`src/rtl/noc_pkg.sv`:
```
// Shared NoC router types and constants: flit width, QoS classes, port/direction
// indices and the output-arbiter state encoding.
package noc_pkg;

  localparam int NOC_FLIT_W    = 288;
  localparam int NOC_NUM_PORTS = 5;

  localparam int PORT_LOCAL = 0;
  localparam int PORT_NORTH = 1;
  localparam int PORT_SOUTH = 2;
  localparam int PORT_EAST  = 3;
  localparam int PORT_WEST  = 4;

  typedef enum logic [1:0] {
    QOS_LOW    = 2'd0,
    QOS_NORMAL = 2'd1,
    QOS_HIGH   = 2'd2,
    QOS_URGENT = 2'd3
  } qos_level_t;

  typedef enum logic [1:0] {
    PKT_BODY   = 2'd0,
    PKT_HEAD   = 2'd1,
    PKT_TAIL   = 2'd2,
    PKT_SINGLE = 2'd3
  } pkt_type_t;

  typedef enum logic [2:0] {
    DIR_LOCAL = 3'd0,
    DIR_NORTH = 3'd1,
    DIR_SOUTH = 3'd2,
    DIR_EAST  = 3'd3,
    DIR_WEST  = 3'd4
  } direction_t;

  typedef enum logic {
    ST_IDLE   = 1'b0,
    ST_LOCKED = 1'b1
  } arb_state_t;

endpackage

```
`src/rtl/noc_rr_pick.sv`:
```
// Combinational round-robin picker: one-hot grant for the first requester at an
// index >= i_rr_ptr, wrapping back to index 0 when none is found above the pointer.
module noc_rr_pick
  import noc_pkg::*;
#(
  parameter int NUM_PORTS = NOC_NUM_PORTS,
  parameter int PTR_W     = (NUM_PORTS > 1) ? $clog2(NUM_PORTS) : 1
) (
  input  logic [NUM_PORTS-1:0] i_req,
  input  logic [PTR_W-1:0]     i_rr_ptr,
  output logic [NUM_PORTS-1:0] o_grant
);

  logic [NUM_PORTS-1:0] w_at_or_above;
  logic [NUM_PORTS-1:0] w_upper;
  logic [NUM_PORTS-1:0] w_pool;

  for (genvar gi = 0; gi < NUM_PORTS; gi++) begin : g_mask
    assign w_at_or_above[gi] = (PTR_W'(gi) >= i_rr_ptr);
  end

  // Prefer requesters at/above the pointer; otherwise wrap to the full set.
  assign w_upper = i_req & w_at_or_above;
  assign w_pool  = (|w_upper) ? w_upper : i_req;
  assign o_grant = w_pool & (~w_pool + NUM_PORTS'(1));

endmodule

```
`src/rtl/noc_output_arbiter.sv`:
```
// Wormhole output arbiter for one router output: picks a head flit by starvation,
// then QoS, then round-robin, holds the lock until the tail and muxes the flit out.
module noc_output_arbiter
  import noc_pkg::*;
#(
  parameter int NUM_PORTS = NOC_NUM_PORTS,
  parameter int FLIT_W    = NOC_FLIT_W,
  parameter int AGE_MAX   = 15
) (
  input  logic                        clk,
  input  logic                        rst,
  input  logic [NUM_PORTS*FLIT_W-1:0] flit_in,
  input  logic [NUM_PORTS-1:0]        valid_in,
  input  logic [NUM_PORTS-1:0]        head_in,
  input  logic [NUM_PORTS-1:0]        tail_in,
  input  logic [NUM_PORTS*2-1:0]      qos_in,
  output logic [NUM_PORTS-1:0]        ready_out,
  output logic [FLIT_W-1:0]           flit_out,
  output logic                        valid_out,
  input  logic                        ready_in,
  output logic [NUM_PORTS-1:0]        grant_onehot,
  output logic                        busy,
  output logic [31:0]                 packets_granted,
  output logic [31:0]                 starve_grants
);

  localparam int PTR_W = (NUM_PORTS > 1) ? $clog2(NUM_PORTS) : 1;
  localparam int AGE_W = $clog2(AGE_MAX + 1);
  localparam logic [AGE_W-1:0] AGE_SAT   = AGE_W'(AGE_MAX);
  localparam logic [PTR_W-1:0] LAST_PORT = PTR_W'(NUM_PORTS - 1);

  arb_state_t           r_state;
  logic [NUM_PORTS-1:0] r_grant;
  logic [PTR_W-1:0]     r_grant_idx;
  logic [PTR_W-1:0]     r_rr_ptr;
  logic [AGE_W-1:0]     r_age [NUM_PORTS];
  logic [31:0]          r_pkts;
  logic [31:0]          r_starve;

  logic [NUM_PORTS-1:0] w_req;
  logic [NUM_PORTS-1:0] w_starved;
  logic [NUM_PORTS-1:0] w_top;
  logic [NUM_PORTS-1:0] w_pick_starved;
  logic [NUM_PORTS-1:0] w_pick_top;
  logic [NUM_PORTS-1:0] w_winner;
  logic [NUM_PORTS-1:0] w_served;
  logic [PTR_W-1:0]     w_win_idx;
  qos_level_t           w_qos [NUM_PORTS];
  qos_level_t           w_max_qos;
  logic                 w_locked;
  logic                 w_valid;
  logic                 w_tail;
  logic                 w_xfer;
  logic [FLIT_W-1:0]    w_flit;

  assign w_req = valid_in & head_in;

  for (genvar gi = 0; gi < NUM_PORTS; gi++) begin : g_port
    assign w_qos[gi]     = qos_level_t'(qos_in[gi*2 +: 2]);
    assign w_starved[gi] = w_req[gi] && (r_age[gi] == AGE_SAT);
    assign w_top[gi]     = w_req[gi] && (w_qos[gi] == w_max_qos);
  end

  always_comb begin
    w_max_qos = QOS_LOW;
    for (int i = 0; i < NUM_PORTS; i++) begin
      if (w_req[i] && (w_qos[i] > w_max_qos)) w_max_qos = w_qos[i];
    end
  end

  noc_rr_pick #(.NUM_PORTS(NUM_PORTS), .PTR_W(PTR_W)) u_pick_starved (
    .i_req    (w_starved),
    .i_rr_ptr (r_rr_ptr),
    .o_grant  (w_pick_starved)
  );

  noc_rr_pick #(.NUM_PORTS(NUM_PORTS), .PTR_W(PTR_W)) u_pick_top (
    .i_req    (w_top),
    .i_rr_ptr (r_rr_ptr),
    .o_grant  (w_pick_top)
  );

  // A starved requester always beats QoS ordering.
  assign w_winner = (|w_starved) ? w_pick_starved : w_pick_top;

  always_comb begin
    w_win_idx = '0;
    for (int i = 0; i < NUM_PORTS; i++) begin
      if (w_winner[i]) w_win_idx = PTR_W'(i);
    end
  end

  always_comb begin
    w_flit = '0;
    for (int i = 0; i < NUM_PORTS; i++) begin
      if (r_grant[i]) w_flit = flit_in[i*FLIT_W +: FLIT_W];
    end
  end

  // Reset blanks the datapath in the same cycle so nothing is accepted mid-reset.
  assign w_locked = (r_state == ST_LOCKED) && !rst;
  assign w_valid  = w_locked && |(r_grant & valid_in);
  assign w_tail   = |(r_grant & tail_in);
  assign w_xfer   = w_valid && ready_in;
  assign w_served = (r_state == ST_IDLE) ? w_winner : r_grant;

  assign valid_out       = w_valid;
  assign flit_out        = w_valid ? w_flit : '0;
  assign ready_out       = w_locked ? (r_grant & {NUM_PORTS{ready_in}}) : '0;
  assign grant_onehot    = r_grant;
  assign busy            = (r_state == ST_LOCKED);
  assign packets_granted = r_pkts;
  assign starve_grants   = r_starve;

  always_ff @(posedge clk) begin
    if (rst) begin
      r_state     <= ST_IDLE;
      r_grant     <= '0;
      r_grant_idx <= '0;
      r_rr_ptr    <= '0;
      r_pkts      <= '0;
      r_starve    <= '0;
    end else begin
      case (r_state)
        ST_IDLE: begin
          if (|w_req) begin
            r_state     <= ST_LOCKED;
            r_grant     <= w_winner;
            r_grant_idx <= w_win_idx;
            r_pkts      <= r_pkts + 32'd1;
            if (|w_starved) r_starve <= r_starve + 32'd1;
          end
        end
        ST_LOCKED: begin
          if (w_xfer && w_tail) begin
            r_state  <= ST_IDLE;
            r_grant  <= '0;
            r_rr_ptr <= (r_grant_idx == LAST_PORT) ? '0 : r_grant_idx + PTR_W'(1);
          end
        end
        default: r_state <= ST_IDLE;
      endcase
    end
  end

  always_ff @(posedge clk) begin
    for (int i = 0; i < NUM_PORTS; i++) begin
      if (rst || !w_req[i] || w_served[i]) begin
        r_age[i] <= '0;
      end else if (r_age[i] != AGE_SAT) begin
        r_age[i] <= r_age[i] + AGE_W'(1);
      end
    end
  end

endmodule
```
`config.mk`:
```
export PLATFORM = sky130hd
export DESIGN_NAME = noc_output_arbiter
export DESIGN_NICKNAME = d
export VERILOG_FILES = /design/src/rtl/noc_pkg.sv /design/src/rtl/noc_rr_pick.sv /design/src/rtl/noc_output_arbiter.sv
export SDC_FILE = /design/constraint.sdc
export NUM_CORES = 1
export LEC_CHECK = 0
export ABC_AREA = 0
export ABC_CLOCK_PERIOD_IN_PS = 9900
export CORE_AREA = 4 4 709 711
export DETAILED_ROUTE_END_ITERATION = 10
export DIE_AREA = 0 0 713 715
export GPL_ROUTABILITY_DRIVEN = 0
export PLACE_DENSITY = 0.31
export SLEW_MARGIN = 20
export SYNTH_ARGS = -nofsm -noshare
export SYNTH_HDL_FRONTEND = slang
export SYNTH_SLANG_ARGS = --single-unit
```
`constraint.sdc`:
```
create_clock -name clk -period 9.9 [get_ports clk]
set_input_delay 1.98 -clock clk [delete_from_list [all_inputs] [get_ports clk]]
set_output_delay 1.98 -clock clk [all_outputs]
set_load 0.005 [all_outputs]
```
==> results of run 1 <==
power breakdown:
part | switching (mW) | internal, mW | total [mW] | leakage, nW
clock | 0.191 | 0.178 | 0.369 | 0.139
sequential | 0.0173 | 0.402 | 0.419 | 0.861
combinational | 0.880 | 0.739 | 1.62 | 13.1
cell usage after synthesis (all sizes together), types with 23 or more instances:
cell / count / area share, %
dfxtp: 76 / 8.6
and3: 25 / 0.88
nor2: 1247 / 26
a21oi: 890 / 25
clkbuf: 256 / 5.4
nand2: 59 / 1.3
nand3: 43 / 1.2
inv: 23 / 0.49
buf: 56 / 1.2
xor2: 43 / 2.1
xnor2: 26 / 1.3
a22oi: 293 / 12
sequential cells by signal, summed over array words and instances, names as in the netlist:
name and count:
busy 1, grant_onehot 5, packets_granted 32, r_age 20
r_grant_idx 3, r_rr_ptr 3, starve_grants 32
critical path: cells and delay by family:
| kind | cells | cell delay [ps] |
|---|---|---|
| compound gates | 12 | 2790 |
| fa+ha+maj | 4 | 1010 |
| buf+inv | 2 | 1050 |
| mux | 3 | 1220 |
| simple gates | 9 | 1450 |
cell type report:
cell class	count	share of cell area, %
antenna	95	0.532
clock buffer	9	0.504
clock inverter	7	0.159
inverter	24	0.201
multi-input combinational	2841	32.2
sequential	96	4.78
tap	6655	18.6
timing repair buffer	1922	43.0
cells by family after synthesis:
group / count (synthesis) / share of synthesized area [%]
and+or+nand+nor: 1463 / 33.2
DFF: 96 / 12.0
muxes: 11 / 0.679
buffers and inverters: 336 / 7.18
adders and majority gates: 16 / 1.13
xor gates and xnor gates: 69 / 3.42
AOI/OAI and AO/OA: 1282 / 42.4
path summary, 6_finish.rpt:
check	end	from	cells after the start
max	r_age[3][3]	qos_in[2]	30
min	packets_granted[31]	packets_granted[31]	2
max reg2reg	starve_grants[31]	r_age[0][0]	11
min reg2reg	packets_granted[31]	packets_granted[31]	2
layout by cell type (no fill, tap or decap), drive strengths merged, types with 14 or more instances in the layout:
| cell | n |
|---|---|
| a21oi | 890 |
| a22oi | 293 |
| and2 | 14 |
| and3 | 25 |
| buf | 92 |
| clkdlybuf4s50 | 1830 |
| dfxtp | 76 |
| diode | 95 |
| edfxtp | 20 |
| ha | 16 |
| inv | 26 |
| nand2 | 59 |
| nand3 | 43 |
| nand4 | 17 |
| nor2 | 1247 |
| nor3 | 15 |
| o21ai | 21 |
| xnor2 | 26 |
| xor2 | 43 |
stage by stage:
step | hold slack, ps | std cells | instance area [sq um] | worst slack, ps
floorplan | 483 | 3273 | 17700 | 1790
global placement | 497 | 11500 | 44200 | 114
detailed placement | 503 | 11500 | 44200 | 220
CTS | 526 | 11600 | 44500 | 629
global route | 564 | 11600 | 44600 | 47.1
finish | 521 | 11600 | 44700 | 477
metal layers:
| layer | global-route usage, % | routed length [um] |
|---|---|---|
| met1 | 17.2 | 156000 |
| met2 | 28.2 | 209000 |
| met3 | 5.11 | 34300 |
| met4 | 3.01 | 11800 |
| met5 | 0 | 1150 |
==> run metrics, run 1 <==
Worst Path Arrival=~9500 ps; Max Slew Vio Count=0; IO buf count=1831; Critical-path top delay cell=clkdlybuf4s50_1; post-synthesis cell area=roughly 0.018 sq mm; # DRC=0; clock skew=18.3 ps; via count=~34000; wire per inst=35.4 um; setup TNS=0 ps; Tot Pwr=about 2.4 mW; Storage cell area=0.00214 sq mm; Final Cycle Share=between 90% and 100%; Slew headroom=8.34%; status=complete, no violations; Critical Path RT=approximately 10000 ps; synth warn=0; I/O pin count=around 1800; Core ar.=0.496 sq mm; CP Capture Type=flip-flop; DIE HEIGHT=approximately 700 um; setup violation total in the final timing report=0; Syn Area/Cell=5.40 sq um; first-pass GRT wire length=481 mm; Routed WL=412 mm; Finished Core Util=a little under a tenth; fillers=58800; area of the multi-input gates=0.0144 sq mm; sequential-to-total area share from yosys stat=12.0%; FMAX=106 MHz; Fin. Hold Viols=0; Setup CP Type=in -> reg; post-synthesis net count=4757; fin crit period=9420 ps; CTS sink cnt=96; Distinct cells, synth=81; die area=0.510 sq mm; Synth Instances=3273; vias in the first global route=31200; hold buffer count at CTS=0; Global Route Usage Sum=15.4%; HPWL after DPL=381 mm; area delta synth->final=153%; Post-CTS Resized=0; RSZ-0062 raised after global routing=false; Synth async-reset ratio=0%; CTS max path bufs=2; Pre-Repair DR Iteration Count=5; leakage=roughly 14 nW; DR vias/cell=2.92; Post-synth top flop=dfxtp_1; share of layout cells above drive strength 1=under 10%; final net count=6378; worst reg-to-reg setup slack=5960 ps; Hold Crit Class=reg -> reg; Crit path largest cell delay=~710 ps; initial antenna violation count=506; CP most frequent cell=ha_1; Site Rows=259; initial drt markers=2826; die width=713 um; max_cap viols=0; pin count of the biggest net entering global routing=between 100 and 150; CTS buffer count=9; CTS tree=built; Starting Density=3.56%; CTS clk-pin slew, worst paths=80 ps; flops & latches, synth=96; Post-CTS Setup Inserts=0; H-tree depth=3; post-route ant nets=0; worst skew pair latency=380 ps; Peak VDD IR=0.0815 mV; CP Launch Type=input port; root buffer cell=clkbuf_16; gr ovfl total=0; Post-synth EDFFs=20; Least-Margin Pin Slew=1370 ps; crit-path max FO=8; PwrDens=about 54 mW/mm^2
(Power assumes the default switching activity.)
==> run 2: changes to the inputs <==
Settings changed: CAP_MARGIN set to 10, SLEW_MARGIN 20 to 10.
==> results of run 2 <==
The final DEF is identical to that of run 1; final timing and power are the same.
